**src/rtl/mdu_sequencer_if.sv**
```systemverilog
// Request/result bundle between the instruction decoder and the multiply/divide sequencer.
// Carries the op request and operands, HiLo read-back, stall, and the HiLo write port.
// The decoder holds Start until Stall drops; the sequencer reports completion with a one-cycle HiLoEn.
interface mdu_sequencer_if #(
    parameter int WIDTH = 32
);
    logic                 Start;
    logic [2:0]           Op;
    logic [WIDTH-1:0]     A;
    logic [WIDTH-1:0]     B;
    logic [2*WIDTH-1:0]   HiLoRead;
    logic                 Stall;
    logic                 HiLoEn;
    logic [2*WIDTH-1:0]   HiLoWrite;
    logic                 DivZero;

    // Decoder / pipeline side
    modport master (
        output Start, Op, A, B, HiLoRead,
        input  Stall, HiLoEn, HiLoWrite, DivZero
    );

    // Sequencer side
    modport slave (
        input  Start, Op, A, B, HiLoRead,
        output Stall, HiLoEn, HiLoWrite, DivZero
    );
endinterface

```
**src/rtl/mdu_sequencer.sv**
```systemverilog
// Iterative shift-add multiply / restoring divide for HiLo (MULT/MULTU/DIV/DIVU/MADD/MSUB).
// Latency: issue cycle + 33 edges; HiLoEn pulses for one cycle 34 cycles after the issue cycle.
// Backpressure: Stall is high from the issue cycle through FIX; new Starts are only taken in IDLE.
module mdu_sequencer #(
    parameter int WIDTH = 32,
    parameter int ITER  = 32
) (
    input  logic          Clk,
    input  logic          Rst,
    mdu_sequencer_if.slave bus
);
    localparam int CW = (ITER > 1) ? $clog2(ITER) : 1;

    localparam logic [2:0] OP_MULT  = 3'b000;
    localparam logic [2:0] OP_MULTU = 3'b001;
    localparam logic [2:0] OP_DIV   = 3'b010;
    localparam logic [2:0] OP_DIVU  = 3'b011;
    localparam logic [2:0] OP_MADD  = 3'b100;
    localparam logic [2:0] OP_MSUB  = 3'b101;

    typedef enum logic [1:0] {
        IDLE = 2'd0,
        RUN  = 2'd1,
        FIX  = 2'd2,
        DONE = 2'd3
    } state_t;

    function automatic logic is_div_op(input logic [2:0] o);
        return (o == OP_DIV) || (o == OP_DIVU);
    endfunction

    function automatic logic is_signed_op(input logic [2:0] o);
        return (o == OP_MULT) || (o == OP_DIV) || (o == OP_MADD) || (o == OP_MSUB);
    endfunction

    state_t               state;
    logic [CW-1:0]        cnt;
    logic [2:0]           op_q;
    logic [WIDTH-1:0]     a_q;        // raw dividend, returned in Hi on divide-by-zero
    logic [WIDTH-1:0]     mcand;      // multiplicand magnitude, or divisor magnitude
    logic [2*WIDTH-1:0]   prod;       // {acc, multiplier} for multiply, {remainder, quotient} for divide
    logic [2*WIDTH-1:0]   hilo_q;
    logic                 sign_a;
    logic                 sign_b;
    logic                 hilo_en;
    logic [2*WIDTH-1:0]   hilo_write;
    logic                 div_zero;

    logic                 op_valid;
    logic                 accept;
    logic                 a_neg;
    logic                 b_neg;
    logic [WIDTH-1:0]     mag_a;
    logic [WIDTH-1:0]     mag_b;

    logic [WIDTH:0]       mul_sum;
    logic [2*WIDTH-1:0]   mul_next;
    logic [WIDTH:0]       div_sh;
    logic [WIDTH:0]       div_diff;
    logic                 div_ok;
    logic [2*WIDTH-1:0]   div_next;

    logic [2*WIDTH-1:0]   prod_s;
    logic [WIDTH-1:0]     quo_s;
    logic [WIDTH-1:0]     rem_s;
    logic [2*WIDTH-1:0]   fix_res;
    logic                 fix_dz;

    assign op_valid = (bus.Op <= OP_MSUB);
    assign accept   = (state == IDLE) && bus.Start && op_valid;

    // PC hold is combinational so the issue cycle itself is already stalled
    assign bus.Stall     = accept || (state == RUN) || (state == FIX);
    assign bus.HiLoEn    = hilo_en;
    assign bus.HiLoWrite = hilo_write;
    assign bus.DivZero   = div_zero;

    // Operand magnitudes and sign flags for the request being issued
    always_comb begin
        a_neg = is_signed_op(bus.Op) && bus.A[WIDTH-1];
        b_neg = is_signed_op(bus.Op) && bus.B[WIDTH-1];
        mag_a = a_neg ? -bus.A : bus.A;
        mag_b = b_neg ? -bus.B : bus.B;
    end

    // One shift-add multiply step and one restoring divide step on the shared product register
    always_comb begin
        mul_sum  = {1'b0, prod[2*WIDTH-1:WIDTH]} + (prod[0] ? {1'b0, mcand} : '0);
        mul_next = {mul_sum, prod[WIDTH-1:1]};
        div_sh   = {prod[2*WIDTH-1:WIDTH], prod[WIDTH-1]};
        div_diff = div_sh - {1'b0, mcand};
        div_ok   = (div_sh >= {1'b0, mcand});
        // remainder stays below the divisor, so the kept value always fits WIDTH bits
        div_next = {(div_ok ? div_diff[WIDTH-1:0] : div_sh[WIDTH-1:0]), prod[WIDTH-2:0], div_ok};
    end

    // Sign correction and final HiLo value, evaluated in FIX
    always_comb begin
        prod_s  = (sign_a ^ sign_b) ? -prod : prod;
        quo_s   = (sign_a ^ sign_b) ? -prod[WIDTH-1:0] : prod[WIDTH-1:0];
        rem_s   = sign_a ? -prod[2*WIDTH-1:WIDTH] : prod[2*WIDTH-1:WIDTH];
        fix_dz  = is_div_op(op_q) && (mcand == '0);
        fix_res = prod_s;
        case (op_q)
            OP_MADD: fix_res = hilo_q + prod_s;
            OP_MSUB: fix_res = hilo_q - prod_s;
            OP_DIV, OP_DIVU: begin
                if (fix_dz) fix_res = {a_q, {WIDTH{1'b1}}};
                else        fix_res = {rem_s, quo_s};
            end
            default: fix_res = prod_s;
        endcase
    end

    // Sequencer FSM: capture on issue, iterate ITER times, correct signs, pulse the HiLo write
    always_ff @(posedge Clk or negedge Rst) begin
        if (!Rst) begin
            state      <= IDLE;
            cnt        <= '0;
            op_q       <= '0;
            a_q        <= '0;
            mcand      <= '0;
            prod       <= '0;
            hilo_q     <= '0;
            sign_a     <= 1'b0;
            sign_b     <= 1'b0;
            hilo_en    <= 1'b0;
            hilo_write <= '0;
            div_zero   <= 1'b0;
        end else begin
            case (state)
                IDLE: begin
                    hilo_en <= 1'b0;
                    if (accept) begin
                        op_q     <= bus.Op;
                        a_q      <= bus.A;
                        hilo_q   <= bus.HiLoRead;
                        sign_a   <= a_neg;
                        sign_b   <= b_neg;
                        mcand    <= is_div_op(bus.Op) ? mag_b : mag_a;
                        prod     <= {{WIDTH{1'b0}}, (is_div_op(bus.Op) ? mag_a : mag_b)};
                        cnt      <= '0;
                        div_zero <= 1'b0;
                        state    <= RUN;
                    end
                end
                RUN: begin
                    prod <= is_div_op(op_q) ? div_next : mul_next;
                    cnt  <= cnt + CW'(1);
                    if (cnt == CW'(ITER - 1)) state <= FIX;
                end
                FIX: begin
                    hilo_write <= fix_res;
                    hilo_en    <= 1'b1;
                    if (fix_dz) div_zero <= 1'b1;
                    state      <= DONE;
                end
                default: begin
                    // DONE: the write pulse lasts exactly this cycle; Start is not looked at here
                    hilo_en <= 1'b0;
                    state   <= IDLE;
                end
            endcase
        end
    end
endmodule

```
**src/flat_wrapper.sv**
```systemverilog
// flat-port wrapper written by rule: the top's interface ports become plain ports
module mdu_sequencer_flat 
#(
    parameter int WIDTH = 32,
    parameter int ITER  = 32
)
  (Clk, Rst, bus_Start, bus_Op, bus_A, bus_B, bus_HiLoRead, bus_Stall, bus_HiLoEn, bus_HiLoWrite, bus_DivZero);
  mdu_sequencer_if #(.WIDTH(WIDTH)) bus_i ();
  input  logic Clk;
  input  logic Rst;
  input wire logic [$bits(bus_i.Start)-1:0] bus_Start;
  input wire logic [$bits(bus_i.Op)-1:0] bus_Op;
  input wire logic [$bits(bus_i.A)-1:0] bus_A;
  input wire logic [$bits(bus_i.B)-1:0] bus_B;
  input wire logic [$bits(bus_i.HiLoRead)-1:0] bus_HiLoRead;
  output wire logic [$bits(bus_i.Stall)-1:0] bus_Stall;
  output wire logic [$bits(bus_i.HiLoEn)-1:0] bus_HiLoEn;
  output wire logic [$bits(bus_i.HiLoWrite)-1:0] bus_HiLoWrite;
  output wire logic [$bits(bus_i.DivZero)-1:0] bus_DivZero;
  assign bus_i.Start = bus_Start;
  assign bus_i.Op = bus_Op;
  assign bus_i.A = bus_A;
  assign bus_i.B = bus_B;
  assign bus_i.HiLoRead = bus_HiLoRead;
  assign bus_Stall = bus_i.Stall;
  assign bus_HiLoEn = bus_i.HiLoEn;
  assign bus_HiLoWrite = bus_i.HiLoWrite;
  assign bus_DivZero = bus_i.DivZero;
  mdu_sequencer #(.WIDTH(WIDTH), .ITER(ITER)) u_core (.Clk(Clk), .Rst(Rst), .bus(bus_i));
endmodule
```
**config.mk**
```make
export PLATFORM = sky130hd
export DESIGN_NAME = mdu_sequencer_flat
export DESIGN_NICKNAME = d
export VERILOG_FILES = /design/src/rtl/mdu_sequencer_if.sv /design/src/rtl/mdu_sequencer.sv /design/src/flat_wrapper.sv
export SDC_FILE = /design/constraint.sdc
export NUM_CORES = 1
export LEC_CHECK = 0
export ABC_CLOCK_PERIOD_IN_PS = 17800
export CORE_UTILIZATION = 31
export DETAILED_ROUTE_END_ITERATION = 8
export DONT_BUFFER_PORTS = 1
export SYNTH_ARGS = -nofsm -noshare
export SYNTH_HDL_FRONTEND = slang
export SYNTH_SLANG_ARGS = --single-unit
```
**constraint.sdc**
```tcl
create_clock -name Clk -period 17.8 [get_ports Clk]
set_input_delay 3.56 -clock Clk [delete_from_list [all_inputs] [get_ports Clk]]
set_output_delay 3.56 -clock Clk [all_outputs]
set_load 0.005 [all_outputs]
```
# == Word level (Yosys, flattened, before mapping) ==
# Cells that the tools add are included.
# Widths: inputs -> output; s select.
# classes
addsub,10
n_mul,0
div,0
magnitude_cmp,2
n_eq_ne,14
shifts,0
mux,23
bitwise,1
n_reduce_logical,22
# ops
cell,n
$mux 32,8
$mux 64,4
$pmux 64 s3,1
$neg 32->32,4
$pmux 64 s2,1
$add 64x64->64,1
$neg 64->64,1
$sub 64x64->64,1
$add 32x32->33,1
$ge 33x32->1,1
$logic_not 32->1,1
$sub 32x32->32,1
$eq 3x2->1 const B,4
$eq 3x3->1 const B,4
$pmux 5 s2,1
$logic_or 1x1->1,7
$pmux 2 s3,1
$reduce_and 2->1,3
$add 5x1->5 const B,1
$eq 5x5->1 const B,1
$logic_and 1x1->1,5
$mux 5,1
$mux 2,2
$ne 2x1->1 const B,2
12 further kinds,15
# word_totals
reg_bits,270
latch_bits,0
ramBits,0
mem_bits_ro,0
in_bits,134
output_inout_bits,67
elab_cells,84
mem_count,0

# == Depth between registers and ports, before layout ==
# Gate-level depths: netlist of the first run.
# depth
word_depth,9
mapped_depth,28
mapped_depth_nobuf,25

# == Least setup slack after synthesis of the first run ==
# No wires, ideal clock.
# synth_path
kind,input -> output
startpoint,input port bus_Op[1]
endpoint,output port bus_Stall
arrival_ns,4.671
required_time_ns,14.240
slack_ns,9.569
path_stages,6
n_path_buf,3
cell_sequence,clkbuf_1 nand2_1 nand2_1 clkbuf_1 clkbuf_1 nand3_1
# synth_between
elab_chain_len,4
# synth_lines
item,line,source
start: declaration,flat_wrapper.sv:12,input wire logic [$bits(bus_i.Op)-1:0] bus_Op;
$le 3x3->1,mdu_sequencer.sv:69,assign op_valid = (bus.Op <= OP_MSUB);
$logic_and 1x1->1,mdu_sequencer.sv:70,assign accept = (state == IDLE) && bus.Start && op_valid;
$logic_or 1x1->1 (2 in a row),mdu_sequencer.sv:73,assign bus.Stall = accept || (state == RUN) || (state == FIX);
end: declaration,flat_wrapper.sv:16,output wire logic [$bits(bus_i.Stall)-1:0] bus_Stall;
# No other way between the ends.

# == Worst setup path in the final report of the first run ==
# layout_path
startpoint,input port bus_Start
endpoint,output port bus_Stall
# layout_between
elab_chain_len,4
# layout_lines
item,line,source
start: declaration,flat_wrapper.sv:11,input wire logic [$bits(bus_i.Start)-1:0] bus_Start;
$logic_and 1x1->1 (2 in a row),mdu_sequencer.sv:70,
$logic_or 1x1->1 (2 in a row),mdu_sequencer.sv:73,
# No other way between the ends.

==> results of run 1 <==
sequential cells by signal (all words and copies together) (netlist names):
| name | flops |
|---|---|
| u_core.a_q | 32 |
| u_core.bus.DivZero | 1 |
| u_core.bus.HiLoEn | 1 |
| u_core.bus.HiLoWrite | 64 |
| u_core.cnt | 5 |
| u_core.hilo_q | 64 |
| u_core.mcand | 32 |
| u_core.op_q | 3 |
| u_core.prod | 64 |
| u_core.sign_a | 1 |
| u_core.sign_b | 1 |
| u_core.state | 2 |
cell families after synthesis:
kind of cell               count (synthesis)
and+or+nand+nor                         1273
AOI/OAI and AO/OA                       1025
xor gates and xnor gates                 332
buffers and inverters                    329
DFF                                      270
adders and majority gates                140
muxes                                     30
cell type report:
type,instances,area (um2)
flip-flops and latches,270,6760
inverters,106,398
repair buffers,30,225
multi-input cells,2800,17600
clock buffers,44,971
well taps,1060,1330
fillers,8643,53400
clock inverters,19,330
per-layer routing:
layer / global-route usage [%] / part of all wire, % / up-vias
li1: - / - / 11805
met1: 32.2 / 47 / 11797
met2: 33.0 / 43 / 1007
met3: 3.80 / 8.8 / 105
met4: 4.63 / 2.0 / 2
met5: 0 / 0.012 / -
final timing paths:
path,start,endpoint,slack (ps)
max,bus_Start,bus_Stall,9870
min,u_core.a_q[0],u_core.a_q[0],490
max reg2reg,u_core.prod[1],u_core.bus.HiLoWrite[51],10360
min reg2reg,u_core.a_q[0],u_core.a_q[0],490
max in group asynchronous,Rst,u_core.bus.HiLoWrite[35],14570
min in group asynchronous,Rst,u_core.prod[10],2720
metrics by stage:
step                utilization (%)  instance area [um2]  hold WS [ps]
finish                         34.1                27600           486
global route                   34.1                27600           502
CTS                            34.1                27600           487
detailed placement             32.5                26300           472
global placement               32.5                26300           462
floorplan                         -                25500           440
critical path, stage by stage:
cell	delay [ps]
sky130_fd_sc_hd__and2_1	300
sky130_fd_sc_hd__nand2_4	280
sky130_fd_sc_hd__nand3_1	220
Yosys cell counts, types with 55 or more instances:
| master | instances | share of area (%) |
|---|---|---|
| sky130_fd_sc_hd__nor2_1 | 282 | 4.2 |
| sky130_fd_sc_hd__xnor2_1 | 167 | 5.7 |
| sky130_fd_sc_hd__inv_1 | 103 | 1.5 |
| sky130_fd_sc_hd__nor3_1 | 55 | 1.1 |
| sky130_fd_sc_hd__a21o_1 | 90 | 2.7 |
| sky130_fd_sc_hd__a21oi_1 | 309 | 6.1 |
| sky130_fd_sc_hd__xor2_1 | 161 | 5.5 |
| sky130_fd_sc_hd__nand2_1 | 611 | 9.0 |
| sky130_fd_sc_hd__ha_1 | 137 | 6.7 |
| sky130_fd_sc_hd__o21ai_0 | 227 | 4.5 |
| sky130_fd_sc_hd__clkbuf_1 | 181 | 2.7 |
| sky130_fd_sc_hd__nand3_1 | 56 | 1.1 |
| sky130_fd_sc_hd__dfrtp_1 | 270 | 27 |
==> tab_implementation.tex, run 1 <==
\begin{tabular}{lr}
\hline
Metric & Value \\
\hline
\multicolumn{2}{l}{\textbf{Synthesis}} \\
Post-synth net total & 3673 \\
Synth Cell Area & 25500 um2 \\
Parity-gate share of the synthesized area counting xor and xnor cells & 11.5\% \\
Mux share of post-synthesis cell area & under 10\% \\
Simple-gate area share of the yosys netlist & between 20\% and 30\% \\
Number of distinct library cells after synthesis & 93 \\
Number of synthesized flops with an enable pin & 0 \\
Main flop type after synthesis & sky130\_fd\_sc\_hd\_\_dfrtp\_1 \\
Synthesized-area fraction occupied by adder cells & 6.96\% \\
Sequential share of the synthesized area & 26.5\% \\
Share of the synthesized area in compound gates (AO/OA/AOI/OAI) & $\sim$26\% \\
Fraction of synthesis flops using an asynchronous set or reset pin & 100\% \\
Number of instances in the synthesized netlist & between 3000 and 4000 \\
Number of warnings printed during yosys synthesis & 0 \\
Seq cells post-synth & 270 \\
Largest family of logic cells by synthesized area & compound AO/OA/AOI/OAI gates \\
Mean post-synth cell area & between 7 and 8 um2 \\
\multicolumn{2}{l}{\textbf{Timing}} \\
Worst Skew & 34.0 ps \\
Setup repair after global routing missed its margin & no \\
Final Hold Viols & 0 \\
Worst max-slew margin expressed relative to the limit & about 28\% \\
Aggregate negative setup slack & 0 ps \\
Count of endpoints failing setup in the final report & 0 \\
Slew @ Worst Pin & 1080 ps \\
Fin worst setup slack & 9870 ps \\
Minimum clock period after layout & $\sim$7900 ps \\
Fin crit share & 44.6\% \\
Maximum operating frequency & 126 MHz \\
Max Transition Viols Final & 0 \\
\multicolumn{2}{l}{\textbf{Setup path}} \\
Depth of the worst register-to-register path & 24 \\
Peak fanout along the critical path & 26 \\
CP arrival & 4370 ps \\
Worst path required time & 14240 ps \\
Nature of the critical path startpoint & input port \\
Type of element capturing the critical path & output pin \\
Crit path kind & in2out \\
\multicolumn{2}{l}{\textbf{Place}} \\
Total of buffers placed on input and output ports & 0 \\
Pre-CTS setup slack & 9840 ps \\
Half-perimeter wire length after detailed placement & 70.9 mm \\
Gpl congestion & 0.933 \\
Placed Cells incl. Taps & approximately 4300 \\
\multicolumn{2}{l}{\textbf{Outcome}} \\
Outcome & finished, final reports clean \\
\multicolumn{2}{l}{\textbf{Drt}} \\
Via density per instance & 5.71 \\
Number of DRC violations after detailed routing & 0 \\
Vias after detailed routing & 24716 \\
Pre-Repair DR Iteration Count & 5 \\
Average wire per cell in the routed design & 21.5 um \\
Post-detailed-route count of antenna-violating nets & 0 \\
Iteration-0 DRC Markers & 2673 \\
Final WL & $\sim$93 mm \\
\multicolumn{2}{l}{\textbf{Floorplanning}} \\
Area of the core & a little over 80000 um2 \\
Standard-cell rows & 104 \\
Number of top-level design ports & 201 \\
Initial core utilization & 31.5\% \\
Horizontal die dimension & 289 um \\
Total Die Area & 83300 um2 \\
DIE HEIGHT & 289 um \\
\multicolumn{2}{l}{\textbf{Cells and area}} \\
Non-filler instance count after layout & 4329 \\
Count of antenna diodes in the layout & 0 \\
Number of nets in the final layout & 3517 \\
Most frequent cells in the layout & 610 x sky130\_fd\_sc\_hd\_\_nand2\_1, 306 x sky130\_fd\_sc\_hd\_\_a21oi\_1, 281 x sky130\_fd\_sc\_hd\_\_nor2\_1 \\
Proportion of layout cells with a drive suffix above 1 & 5.35\% \\
Area added between synthesis and finish & 8.23\% \\
Most common cell after layout, fill and taps aside & sky130\_fd\_sc\_hd\_\_nand2\_1 \\
\multicolumn{2}{l}{\textbf{Clocking}} \\
Buffer cell driving the clock tree root & sky130\_fd\_sc\_hd\_\_clkbuf\_16 \\
Clk sink count & 270 \\
Maximum root-to-sink buffer count & 3 \\
TritonCTS clock tree & yes \\
Number of gates resized after cts & 0 \\
Buffer count from post-CTS setup fixing & 0 \\
Inserted Clock Buffers & 35 \\
H-tree depth & 2 \\
Number of hold buffers added after CTS & 0 \\
Worst-Skew Late Latency & 590 ps \\
Clk pin slew, worst setup/hold paths & 50 ps \\
\multicolumn{2}{l}{\textbf{Flow run}} \\
Max-cap viol count & 0 \\
\multicolumn{2}{l}{\textbf{Global route}} \\
Antenna violations before repair & 1 \\
Global-route wire length before repair & 141 mm \\
All-layer global routing usage & 21.8\% \\
Via count of the first global-routing pass & 22685 \\
Pin count of the biggest net entering global routing & 271 \\
Leftover overflow at the end of global routing & 0 \\
\multicolumn{2}{l}{\textbf{Min path}} \\
Cell depth of the worst min-delay path & 2 \\
Min-Delay Path Class & reg2reg \\
\hline
\end{tabular}
Power of run 1 is not shown: default switching activity piles up to over one toggle a cycle in this logic, so the estimate is an artifact.
==> run 2: changes to the inputs <==
--- a/config.mk
+++ b/config.mk
@@ -5,7 +5,7 @@
 export SDC_FILE = /design/constraint.sdc
 export NUM_CORES = 1
 export LEC_CHECK = 0
-export ABC_CLOCK_PERIOD_IN_PS = 17800
+export ABC_CLOCK_PERIOD_IN_PS = 7100
 export CORE_UTILIZATION = 31
 export DETAILED_ROUTE_END_ITERATION = 8
 export DONT_BUFFER_PORTS = 1
==> constraint.sdc (replaced) <==
create_clock -name Clk -period 7.1 [get_ports Clk]
set_input_delay 1.42 -clock Clk [delete_from_list [all_inputs] [get_ports Clk]]
set_output_delay 1.42 -clock Clk [all_outputs]
set_load 0.005 [all_outputs]
==> tab_implementation.tex, run 2 (synthesis gave the netlist of run 1 again) <==
\begin{tabular}{lr}
\hline
Metric & Value \\
\hline
\multicolumn{2}{l}{\textbf{Clocking}} \\
TritonCTS clock tree & yes (unchanged) \\
Maximum root-to-sink buffer count & 3 (unchanged) \\
Number of hold buffers added after CTS & 0 (unchanged) \\
Clk sink count & 270 (unchanged) \\
Inserted Clock Buffers & 35 (unchanged) \\
H-tree depth & 2 (unchanged) \\
Buffer cell driving the clock tree root & sky130\_fd\_sc\_hd\_\_clkbuf\_16 (unchanged) \\
Clk pin slew, worst setup/hold paths & 60 ps (was 50 ps) \\
Worst-Skew Late Latency & 570 ps (was 590 ps) \\
\multicolumn{2}{l}{\textbf{Cells and area}} \\
Most frequent cells in the layout & 610 x sky130\_fd\_sc\_hd\_\_nand2\_1, 307 x sky130\_fd\_sc\_hd\_\_a21oi\_1, 281 x sky130\_fd\_sc\_hd\_\_nor2\_1 (was 610 x sky130\_fd\_sc\_hd\_\_nand2\_1, 306 x sky130\_fd\_sc\_hd\_\_a21oi\_1, 281 x sky130\_fd\_sc\_hd\_\_nor2\_1) \\
Number of nets in the final layout & 3580 (was 3517) \\
Area added between synthesis and finish & 9.90\% (was 8.23\%) \\
Proportion of layout cells with a drive suffix above 1 & 7.32\% (was 5.35\%) \\
Multi-input gate area & 17600 um2 (about the same) \\
Most common cell after layout, fill and taps aside & sky130\_fd\_sc\_hd\_\_nand2\_1 (unchanged) \\
Sequential standard cell area & 6760 um2 (unchanged) \\
Count of antenna diodes in the layout & 0 (unchanged) \\
Number of filler cells placed in the layout & 8645 (was 8643) \\
\multicolumn{2}{l}{\textbf{Min path}} \\
End of the worst hold path & u\_core.hilo\_q[11] (was u\_core.a\_q[0]) \\
Hold Crit Start & u\_core.hilo\_q[11] (was u\_core.a\_q[0]) \\
Cell depth of the worst min-delay path & 2 (unchanged) \\
Min-Delay Path Class & reg2reg (unchanged) \\
\multicolumn{2}{l}{\textbf{Setup path}} \\
CP cell instances & nor3\_1 > nand2\_1 > o41ai\_1 > xnor2\_1 > a2111oi\_2 > nand4b\_1 > or3\_4 > o21ai\_0 > xnor2\_1 > ha\_1 > buf\_4 > nand2\_1 > o21a\_1 > nand2\_1 > a2111oi\_0 > buf\_4 > nor2\_1 > a21oi\_1 > o21ai\_0 > xnor2\_1 > o21ai\_0 (was and2\_1 > nand2\_4 > nand3\_1) \\
Largest incremental delay on the critical path & 670 ps (was 300 ps) \\
Launch point of the worst reg-to-reg path & u\_core.prod[20] (was u\_core.prod[1]) \\
Nature of the critical path startpoint & flip-flop (was input port) \\
Peak fanout along the critical path & 14 (was 26) \\
Family with the most delay on the worst path & compound AO/OA/AOI/OAI gates (was simple AND/OR/NAND/NOR gates) \\
CP arrival & 7170 ps (was 4370 ps) \\
Critical-path cell with the highest stage delay & sky130\_fd\_sc\_hd\_\_nor3\_1 (was sky130\_fd\_sc\_hd\_\_and2\_1) \\
Type of element capturing the critical path & flip-flop (was output pin) \\
Worst path required time & 7530 ps (was 14240 ps) \\
Reg-to-reg slack, setup & 360 ps (was 10360 ps) \\
Crit path kind & reg2reg (was in2out) \\
Reg-to-reg endpoint & u\_core.bus.HiLoWrite[62] (was u\_core.bus.HiLoWrite[51]) \\
Critical path buffer and inverter count & 2 (was 0) \\
Depth of the worst register-to-register path & 21 (was 24) \\
Logic depth of the worst path, buffers included & 21 (was 3) \\
\multicolumn{2}{l}{\textbf{Timing}} \\
Worst max-slew margin expressed relative to the limit & 25.3\% (was 28.3\%) \\
Aggregate negative setup slack & 0 ps (unchanged) \\
Max Transition Viols Final & 0 (unchanged) \\
Setup repair after global routing missed its margin & no (unchanged) \\
Final Hold Viols & 0 (unchanged) \\
Maximum operating frequency & about 150 MHz \\
Slew @ Worst Pin & 1120 ps (was 1080 ps) \\
Count of endpoints failing setup in the final report & 0 (unchanged) \\
Fin crit share & 94.9\% \\
Worst Skew & 31.3 ps (was 34.0 ps) \\
Minimum clock period after layout & $\sim$6700 ps \\
\multicolumn{2}{l}{\textbf{Floorplanning}} \\
Area of the core & 80900 um2 (unchanged) \\
Initial core utilization & 31.5\% (unchanged) \\
Standard-cell rows & 104 (unchanged) \\
Horizontal die dimension & 289 um (unchanged) \\
DIE HEIGHT & 289 um (unchanged) \\
Total Die Area & 83300 um2 (unchanged) \\
Number of top-level design ports & 201 (unchanged) \\
\multicolumn{2}{l}{\textbf{Outcome}} \\
Outcome & finished, final reports clean (unchanged) \\
\multicolumn{2}{l}{\textbf{Global route}} \\
Antenna violations before repair & 0 (was 1) \\
Leftover overflow at the end of global routing & 0 (unchanged) \\
Pin count of the biggest net entering global routing & 271 (unchanged) \\
All-layer global routing usage & 22.5\% (was 21.8\%) \\
Via count of the first global-routing pass & 23034 (was 22685) \\
Global-route wire length before repair & 145 mm (was 141 mm) \\
\multicolumn{2}{l}{\textbf{Drt}} \\
Post-detailed-route count of antenna-violating nets & 0 (unchanged) \\
Via density per instance & 5.62 (was 5.71) \\
Vias after detailed routing & 24707 (was 24716) \\
Final WL & 95.2 mm (was 93.0 mm) \\
Number of DRC violations after detailed routing & 0 (unchanged) \\
Average wire per cell in the routed design & 21.7 um (was 21.5 um) \\
Pre-Repair DR Iteration Count & 5 (unchanged) \\
Iteration-0 DRC Markers & 2193 (was 2673) \\
\multicolumn{2}{l}{\textbf{Flow run}} \\
Max-cap viol count & 0 (unchanged) \\
\multicolumn{2}{l}{\textbf{Place}} \\
Half-perimeter wire length after detailed placement & 73.7 mm (was 70.9 mm) \\
Gpl congestion & 0.962 (was 0.933) \\
Total of buffers placed on input and output ports & 0 (unchanged) \\
\hline
\end{tabular}
## run 2: cell types whose count changed in the layout (fill, tap and decap cells not counted), moves of 2 or more
cell	before	now
sky130_fd_sc_hd__o41ai_1	22	20
sky130_fd_sc_hd__clkinv_2	3	5
sky130_fd_sc_hd__clkbuf_8	4	13
sky130_fd_sc_hd__clkbuf_1	4	1
sky130_fd_sc_hd__bufinv_16	8	2
sky130_fd_sc_hd__o41ai_2	4	6
sky130_fd_sc_hd__buf_4	30	93
## run 2: layout make-up
type	count	area share (%)
multi-input cells	2800	62.8
flip-flops and latches	270	24.1
well taps	1060	4.74
clock buffers	50	3.87
repair buffers	93	2.49
inverters	106	1.42
clock inverters	14	0.545
## run 2: tightest hold or removal path, cell delays in order, from the launching register on
cell and delay, ps:
sky130_fd_sc_hd__dfrtp_1 340, sky130_fd_sc_hd__nand2_1 50, sky130_fd_sc_hd__nand2_1 60
## run 2: how the worst max path moves through the flow
stage,to,slack [ps],startpoint
floorplan,u_core.bus.HiLoWrite[51],790,u_core.prod[0]
global placement,u_core.bus.HiLoWrite[61],430,u_core.prod[20]
detailed placement,u_core.bus.HiLoWrite[61],430,u_core.prod[20]
CTS,u_core.bus.HiLoWrite[61],430,u_core.prod[20]
global route,u_core.bus.HiLoWrite[62],50,u_core.prod[20]
finish,u_core.bus.HiLoWrite[62],360,u_core.prod[20]
## run 2: metal layers
metal  vias to the layer above  routed length [um]  global-route usage, %
li1                      11964                   -                      -
met1                     11749               44600                   33.0
met2                       893               40200                   33.5
met3                       101                8080                   4.23
met4                         0                2240                   5.57
met5                         -                   0                      0
## run 2: per-stage QoR
step                hold WS (ps)  util [%]  std cells  cell area, um2  setup WS [ps]
floorplan                    440         -       3399           25500            792
CTS                          487      34.6       4393           28000            431
finish                       486      34.6       4393           28000            362
global placement             458      33.0       4329           26700            435
global route                 511      34.6       4393           28000           49.6
detailed placement           469      33.0       4329           26700            432
## run 2: timing repair
action	4_1_cts	5_1_grt
hold endpoints to repair	0	0
gates resized for setup	0	3
endpoints found under the setup margin	0	13
setup buffers	0	0
Power of run 2 is left out for the same reason.
